**config.mk**
```make
export PLATFORM = sky130hd
export DESIGN_NAME = debug_master_wb
export DESIGN_NICKNAME = d
export VERILOG_FILES = /design/src/rtl/debug_master_wb.sv
export SDC_FILE = /design/constraint.sdc
export NUM_CORES = 1
export LEC_CHECK = 0
export ABC_CLOCK_PERIOD_IN_PS = 2000
export CORE_ASPECT_RATIO = 1.4
export CORE_MARGIN = 5
export CORE_UTILIZATION = 36
export CTS_BUF_LIST = sky130_fd_sc_hd__clkbuf_4 sky130_fd_sc_hd__clkbuf_8
export CTS_CLUSTER_DIAMETER = 80
export DETAILED_ROUTE_END_ITERATION = 16
export DONT_BUFFER_PORTS = 1
export GPL_ROUTABILITY_DRIVEN = 0
export GPL_TIMING_DRIVEN = 0
export PLACE_DENSITY = 0.47
export SKIP_CTS_REPAIR_TIMING = 1
export SLEW_MARGIN = 40
export SYNTH_ARGS = -nofsm -noshare
export SYNTH_HDL_FRONTEND = slang
export SYNTH_SLANG_ARGS = --single-unit
```
**constraint.sdc**
```tcl
create_clock -name wb_clk_i -period 2 [get_ports wb_clk_i]
set_clock_uncertainty 0.1 [all_clocks]
set_input_delay 0.4 -clock wb_clk_i [delete_from_list [all_inputs] [get_ports wb_clk_i]]
set_output_delay 0.4 -clock wb_clk_i [all_outputs]
set_load 0.05 [all_outputs]
```
**src/rtl/debug_master_wb.sv**
```systemverilog
// Wishbone B4 pipelined initiator for bench/debug agents: one command in flight,
// and every accepted command ends in exactly one response (ack, err or timeout).
module debug_master_wb #(
  parameter int ADDR_W         = 32,
  parameter int DATA_W         = 32,
  parameter int TIMEOUT_CYCLES = 255
) (
  input  logic                wb_clk_i,
  input  logic                wb_rst_i,
  input  logic                req_valid,
  output logic                req_ready,
  input  logic                req_we,
  input  logic [ADDR_W-1:0]   req_adr,
  input  logic [DATA_W-1:0]   req_dat,
  input  logic [DATA_W/8-1:0] req_sel,
  output logic                rsp_valid,
  output logic [DATA_W-1:0]   rsp_dat,
  output logic                rsp_err,
  output logic                rsp_timeout,
  output logic                wb_cyc_o,
  output logic                wb_stb_o,
  output logic                wb_we_o,
  output logic [ADDR_W-1:0]   wb_adr_o,
  output logic [DATA_W-1:0]   wb_dat_o,
  output logic [DATA_W/8-1:0] wb_sel_o,
  input  logic                wb_stall_i,
  input  logic                wb_ack_i,
  input  logic [DATA_W-1:0]   wb_dat_i,
  input  logic                wb_err_i
);

  localparam int SEL_W = DATA_W / 8;
  localparam int CNT_W = (TIMEOUT_CYCLES > 0) ? $clog2(TIMEOUT_CYCLES + 1) : 1;
  localparam bit TMO_EN = (TIMEOUT_CYCLES > 0);
  // The counter value seen on the edge that completes TIMEOUT_CYCLES cycles of cyc.
  localparam logic [CNT_W-1:0] CNT_LAST = CNT_W'((TIMEOUT_CYCLES > 0) ? TIMEOUT_CYCLES - 1 : 0);
  localparam logic [CNT_W-1:0] CNT_MAX  = {CNT_W{1'b1}};

  typedef enum logic [1:0] {
    S_IDLE,
    S_REQ,
    S_WAIT,
    S_RESP
  } state_t;

  state_t             state_q, state_d;
  logic [CNT_W-1:0]   cnt_q, cnt_d;
  logic               ready_d;
  logic               cyc_d, stb_d, we_d;
  logic [ADDR_W-1:0]  adr_d;
  logic [DATA_W-1:0]  dat_d;
  logic [SEL_W-1:0]   sel_d;
  logic               rsp_valid_d, rsp_err_d, rsp_timeout_d;
  logic [DATA_W-1:0]  rsp_dat_d;

  logic strobe_taken;
  logic bus_done;
  logic timeout_hit;

  assign strobe_taken = (state_q == S_REQ) && !wb_stall_i;
  assign bus_done     = ((state_q == S_WAIT) || strobe_taken) && (wb_ack_i || wb_err_i);
  assign timeout_hit  = TMO_EN && (cnt_q == CNT_LAST);

  always_comb begin
    state_d       = state_q;
    cnt_d         = cnt_q;
    ready_d       = 1'b0;
    cyc_d         = wb_cyc_o;
    stb_d         = wb_stb_o;
    we_d          = wb_we_o;
    adr_d         = wb_adr_o;
    dat_d         = wb_dat_o;
    sel_d         = wb_sel_o;
    rsp_valid_d   = 1'b0;
    rsp_dat_d     = rsp_dat;
    rsp_err_d     = rsp_err;
    rsp_timeout_d = rsp_timeout;

    case (state_q)
      S_IDLE: begin
        ready_d = 1'b1;
        if (req_valid && req_ready) begin
          ready_d = 1'b0;
          we_d    = req_we;
          adr_d   = req_adr;
          dat_d   = req_dat;
          sel_d   = req_sel;
          cyc_d   = 1'b1;
          stb_d   = 1'b1;
          cnt_d   = '0;
          state_d = S_REQ;
        end
      end

      S_REQ, S_WAIT: begin
        if (cnt_q != CNT_MAX) begin
          cnt_d = cnt_q + 1'b1;
        end
        // A completion on the timeout edge still wins; err wins over ack.
        if (bus_done) begin
          state_d       = S_RESP;
          cyc_d         = 1'b0;
          stb_d         = 1'b0;
          rsp_valid_d   = 1'b1;
          rsp_err_d     = wb_err_i;
          rsp_timeout_d = 1'b0;
          rsp_dat_d     = (wb_err_i || wb_we_o) ? '0 : wb_dat_i;
        end else if (timeout_hit) begin
          state_d       = S_RESP;
          cyc_d         = 1'b0;
          stb_d         = 1'b0;
          rsp_valid_d   = 1'b1;
          rsp_err_d     = 1'b1;
          rsp_timeout_d = 1'b1;
          rsp_dat_d     = '0;
        end else if (strobe_taken) begin
          state_d = S_WAIT;
          stb_d   = 1'b0;
        end
      end

      S_RESP: begin
        state_d = S_IDLE;
        ready_d = 1'b1;
      end

      default: begin
        state_d = S_IDLE;
        cyc_d   = 1'b0;
        stb_d   = 1'b0;
      end
    endcase
  end

  always_ff @(posedge wb_clk_i or negedge wb_rst_i) begin
    if (!wb_rst_i) begin
      state_q     <= S_IDLE;
      cnt_q       <= '0;
      req_ready   <= 1'b0;
      wb_cyc_o    <= 1'b0;
      wb_stb_o    <= 1'b0;
      wb_we_o     <= 1'b0;
      wb_adr_o    <= '0;
      wb_dat_o    <= '0;
      wb_sel_o    <= '0;
      rsp_valid   <= 1'b0;
      rsp_dat     <= '0;
      rsp_err     <= 1'b0;
      rsp_timeout <= 1'b0;
    end else begin
      state_q     <= state_d;
      cnt_q       <= cnt_d;
      req_ready   <= ready_d;
      wb_cyc_o    <= cyc_d;
      wb_stb_o    <= stb_d;
      wb_we_o     <= we_d;
      wb_adr_o    <= adr_d;
      wb_dat_o    <= dat_d;
      wb_sel_o    <= sel_d;
      rsp_valid   <= rsp_valid_d;
      rsp_dat     <= rsp_dat_d;
      rsp_err     <= rsp_err_d;
      rsp_timeout <= rsp_timeout_d;
    end
  end

endmodule

```
# After elaboration in Yosys (flattened, before gate mapping)
# Index checks and enable logic that the tools add are counted.
# classes
n_eq_ne	9
muxes	27
add_sub_neg	1
n_reduce_logical	17
# ops
cell	count
$mux 32	3
$mux 8	2
$pmux 8 s2	1
$mux 1	13
$reduce_and 3->1	3
$add 8x1->8 const B	1
$eq 8x8->1 const B	1
$mux 2	4
$ne 8x8->1 const B	1
$pmux 1 s2	3
$pmux 2 s3	1
$reduce_and 2->1	3
$eq 2x2->1 const B	2
$ne 2x2->1 const B	2
$ne 4x4->1 const B	1
$reduce_bool 2->1	2
$logic_and 1x1->1	3
$logic_or 1x1->1	3
$ne 3x3->1 const B	1
$eq 2x1->1 const B	1
$logic_not 2->1	1
$reduce_or 2->1	1
$logic_not 1->1	1
# word_totals
register_bits	117
input_bits	107
out_inout_bits	107
wordCells	67

# Longest topological paths before layout
# Gate-level depths: netlist (run 1).
# logic_depth
word_depth	6
depth_mapped	7
mapped_depth_nobuf	6

# Worst setup path after synthesis (run 1)
# No wires, ideal clock.
# synth_timing
path_type	register -> register
startpoint	register req_ready
endpoint	register wb_adr_o[10]
t_required_ns	1.775
period_less_slack_ns	1.828
setup_ns	0.125
t_arrival_ns	1.603
n_path_buf	2
stages_incl_launch_ff	5
slack_ns	0.172
cell_sequence	dfrtp_1 > nand3_1 > buf_2 > buf_2 > mux2_2
# synth_via
elab_chain_len	2
# synth_rtl
element	line_no	rtl
from (decl)	11	output logic req_ready,
from (signal assigned)	153	req_ready <= ready_d;
$logic_and 1x1->1	82	if (req_valid && req_ready) begin
$reduce_and 2->1 (no source line)	n/a	
to (signal assigned)	157	wb_adr_o <= adr_d;
to (decl)	23	output logic [ADDR_W-1:0] wb_adr_o,
# Every way passes these cells.
# A chain may end at the register's enable or synchronous reset.

# Worst setup path after layout (run 1)
# layout_timing
startpoint	register state_q[0]
endpoint	register cnt_q[3]
# layout_via
elab_chain_len	4
word_cells_on_any_way	9
cone_classes	4 x eq/ne; 1 x mux; 4 x reduce/logical
# layout_rtl
element	line_no	rtl
from (decl)	46	state_t state_q, state_d;
from (signal assigned)	151	state_q <= state_d;
$eq 2x1->1 / $eq 2x2->1 (equally long branches)	79	case (state_q)
$reduce_or 2->1	79	
$ne 2x2->1 (no source line) / $reduce_bool 2->1 (equally long branches)	n/a	
$reduce_and 3->1 (no source line)	n/a	
to (signal assigned)	152	cnt_q <= cnt_d;
to (decl)	47	logic [CNT_W-1:0] cnt_q, cnt_d;
# Several ways; a longest one is shown, not always the timed one.

==> qor.csv, run 1 <==
stage,metric,value,unit
logic_synthesis,syn-cell-area,0.00459,mm2
worst_hold_path,hp-class,input port to async pin,
logic_synthesis,yosysSeqAreaShare,0.638,
global_routing,groute.usage.overall,0.143,
sta,rsz0062_at_grt,yes,
logic_synthesis,syn-num-nets,427,
route,drtPass1Iterations,4,
worst_setup_path,startpoint_type,flop,
worst_setup_path,rrSetupSlack,0.12,ns
global_routing,grt_max_degree,118,
route,ant_nets,0,
sta,final-setup-viol-count,0,
cts,cts_buffers,17,
logic_synthesis,synth_top_area_cell,dfrtp_1,
global_routing,first_global_vias,2876,
worst_setup_path,cp_data_required_time,2.19,ns
cts,cts_tree,yes,
logic_synthesis,synth.area.top_cells,"dfrtp_1, mux2_2, a22o_1",
sta,tightest_slew,0.655,ns
sta,slew_headroom,0.563,
logic_synthesis,async_flop_share,1.00,
pwr,power.total,11800,uW
global_routing,antenna_found_initial,0,
route,num_vias,2865,
sta,fin_crit_sh,0.938,
layout,final_util,0.461,
layout,fillers,1131,
cts,clkTransAtPathRegs,0.07,ns
worst_setup_path,cp.arrival,2.07,ns
place,numPortBuffers,0,
floorplan,initial_utilization,0.369,
logic_synthesis,yosysTopAreaCellShare,0.638,
layout,drive_above_1_share,0.317,
logic_synthesis,synth_edf_count,0,
pwr,peakVddDrop,0.000888,V
sta,period_minus_slack,1.88,ns
logic_synthesis,synth.most_common_cell,dfrtp_1,
logic_synthesis,synthCells,314,
worst_setup_path,path_class,flop to flop,
job,max-cap-violations,0,
worst_setup_path,r2r_cells,6,
cts,htreeDepth,4,
floorplan,die_w,105,um
cts,cts.path.max_buffers,2,
pwr,powerDensity,2060,mW/mm2
logic_synthesis,synth_cell_types,38,
route,drcViolationCount,0,
route,drtIter0Drc,113,
route,vias_per_cell,5.29,
global_routing,grt_pass1_wl,16700,um
worst_setup_path,regToRegEndpoint,cnt_q[3],
floorplan,chipHeight,144,um
logic_synthesis,syn_area_per_cell,14.6,um2
logic_synthesis,synthFlopType,dfrtp_1,
cts,clock-root-buffer,clkbuf_8,
layout,finalNetCount,491,
pwr,p_leak,0.00263,uW
sta,slew_violations,0,
logic_synthesis,synth-seq-cells,117,
floorplan,ioPinCount,214,
cts,clk_latency,0.41,ns
worst_setup_path,r2r_start,state_q[0],
global_routing,overflow,0,
worst_setup_path,cp_max_fo,11,
floorplan,coreArea,0.0124,mm2
floorplan,die-area,0.0151,mm2
worst_setup_path,endpoint_kind,flop,
worst_setup_path,crit_end,cnt_q[3],
cts,cts_sinks,117,
worst_setup_path,cp-startpoint,state_q[0],
route,wirelength,11200,um
outcome,failed_checks,negative hold slack,
floorplan,rows,48,
sta,max_freq,0.533,GHz
sta,hold_violations,117,
sta,whs,-0.418,ns
place,dp_hpwl,8000,um
route,routedWlPerCell,20.6,um
layout,area_delta_synth_final,24.9,%
outcome,outcome,"finished, violations left",
logic_synthesis,ys_warn_count,0,
logic_synthesis,synthTopCellsByCount,"dfrtp_1, mux2_2, a22o_1, nand2_1, o21ai_0",
[critical path: stages, from the launching register on]
cell and delay, ns:
dfrtp_1 0.41, inv_2 0.09, ha_2 0.32, buf_6 0.16, a311o_2 0.44, o21ai_1 0.16, o31ai_1 0.08
[sequential cells by signal (all words and copies together) (netlist names), 2 cells and up]
signal    count
cnt_q         8
rsp_dat      32
state_q       2
wb_adr_o     32
wb_dat_o     32
wb_sel_o      4
[through the flow]
stage / setup WS (ns) / area [um2] / hold WS [ns] / TNS [ns] / instances
after floorplan: 0.172 / 4590 / 0.00441 / 0 / 314
after global placement: -0.215 / 4780 / 0.00733 / -7.97 / 464
after detailed placement: -0.174 / 4780 / 0.00721 / -9.15 / 464
after CTS: -0.208 / 5250 / -0.463 / -11.45 / 496
after global routing: -0.0532 / 5730 / -0.469 / -1.00 / 541
final: 0.125 / 5730 / -0.418 / 0 / 542
[cell families after synthesis]
group / synth area share
flops: 0.638
mux: 0.172
compound gates: 0.103
simple gates: 0.0466
buf+inv: 0.0243
fa+ha+maj: 0.0164
[how the worst min path moves through the flow]
stage              endpoint  cells after the start
2_1_floorplan      cnt_q[0]                      0
4_1_cts        wb_adr_o[10]                      0
5_1_grt        wb_adr_o[10]                      0
6_report       wb_adr_o[10]                      0
3_3_place_gp   wb_adr_o[10]                      0
3_5_place_dp   wb_adr_o[10]                      0
[per-layer routing]
layer / vias to the layer above / track usage / wire length (um)
li1: 1277 / - / -
met1: 1442 / 0.152 / 3760
met2: 135 / 0.254 / 6180
met3: 11 / 0.0575 / 1030
met4: 0 / 0.0574 / 190
met5: - / 0 / 0
[area by class of cell]
class                      instances  area [um2]  area share
inverter                           5        18.8     0.00327
clock buffer                      20         269      0.0469
multi-input combinational        177        1580       0.276
timing repair buffer              44         430      0.0751
antenna                            1        2.50    0.000436
buffer                            16         113      0.0196
sequential                       117        2930       0.511
tap                              150         188      0.0327
clock inverter                    12         201      0.0351
[cells in the final DEF, fill, tap and decap left out, types with 4 or more instances in the layout]
master and instances:
a21oi_1 6, a22o_1 33, buf_4 6, buf_6 4, bufinv_16 5, clkbuf_2 4, clkbuf_8 19, dfrtp_1 116
dlygate4sd3_1 40, ha_1 5, inv_1 4, mux2_1 5, mux2_2 65, nand2_1 8, nand3_1 4, nor2_1 7
o21ai_0 6, o21ai_1 4
[where the power goes]
part	total, uW	internal (uW)	switching, uW
clock network	2500	1570	932
registers	7140	3250	3900
logic	2190	1210	982
total	11800	6020	5810
(Power assumes the default switching activity.)
==> run 2, diff against run 1 <==
--- a/config.mk
+++ b/config.mk
@@ -17,7 +17,6 @@
 export GPL_TIMING_DRIVEN = 0
 export PLACE_DENSITY = 0.47
 export SKIP_CTS_REPAIR_TIMING = 1
-export SLEW_MARGIN = 40
 export SYNTH_ARGS = -nofsm -noshare
 export SYNTH_HDL_FRONTEND = slang
 export SYNTH_SLANG_ARGS = --single-unit
==> results of run 2 <==
Final layout, timing and power as in run 1 (identical DEF).
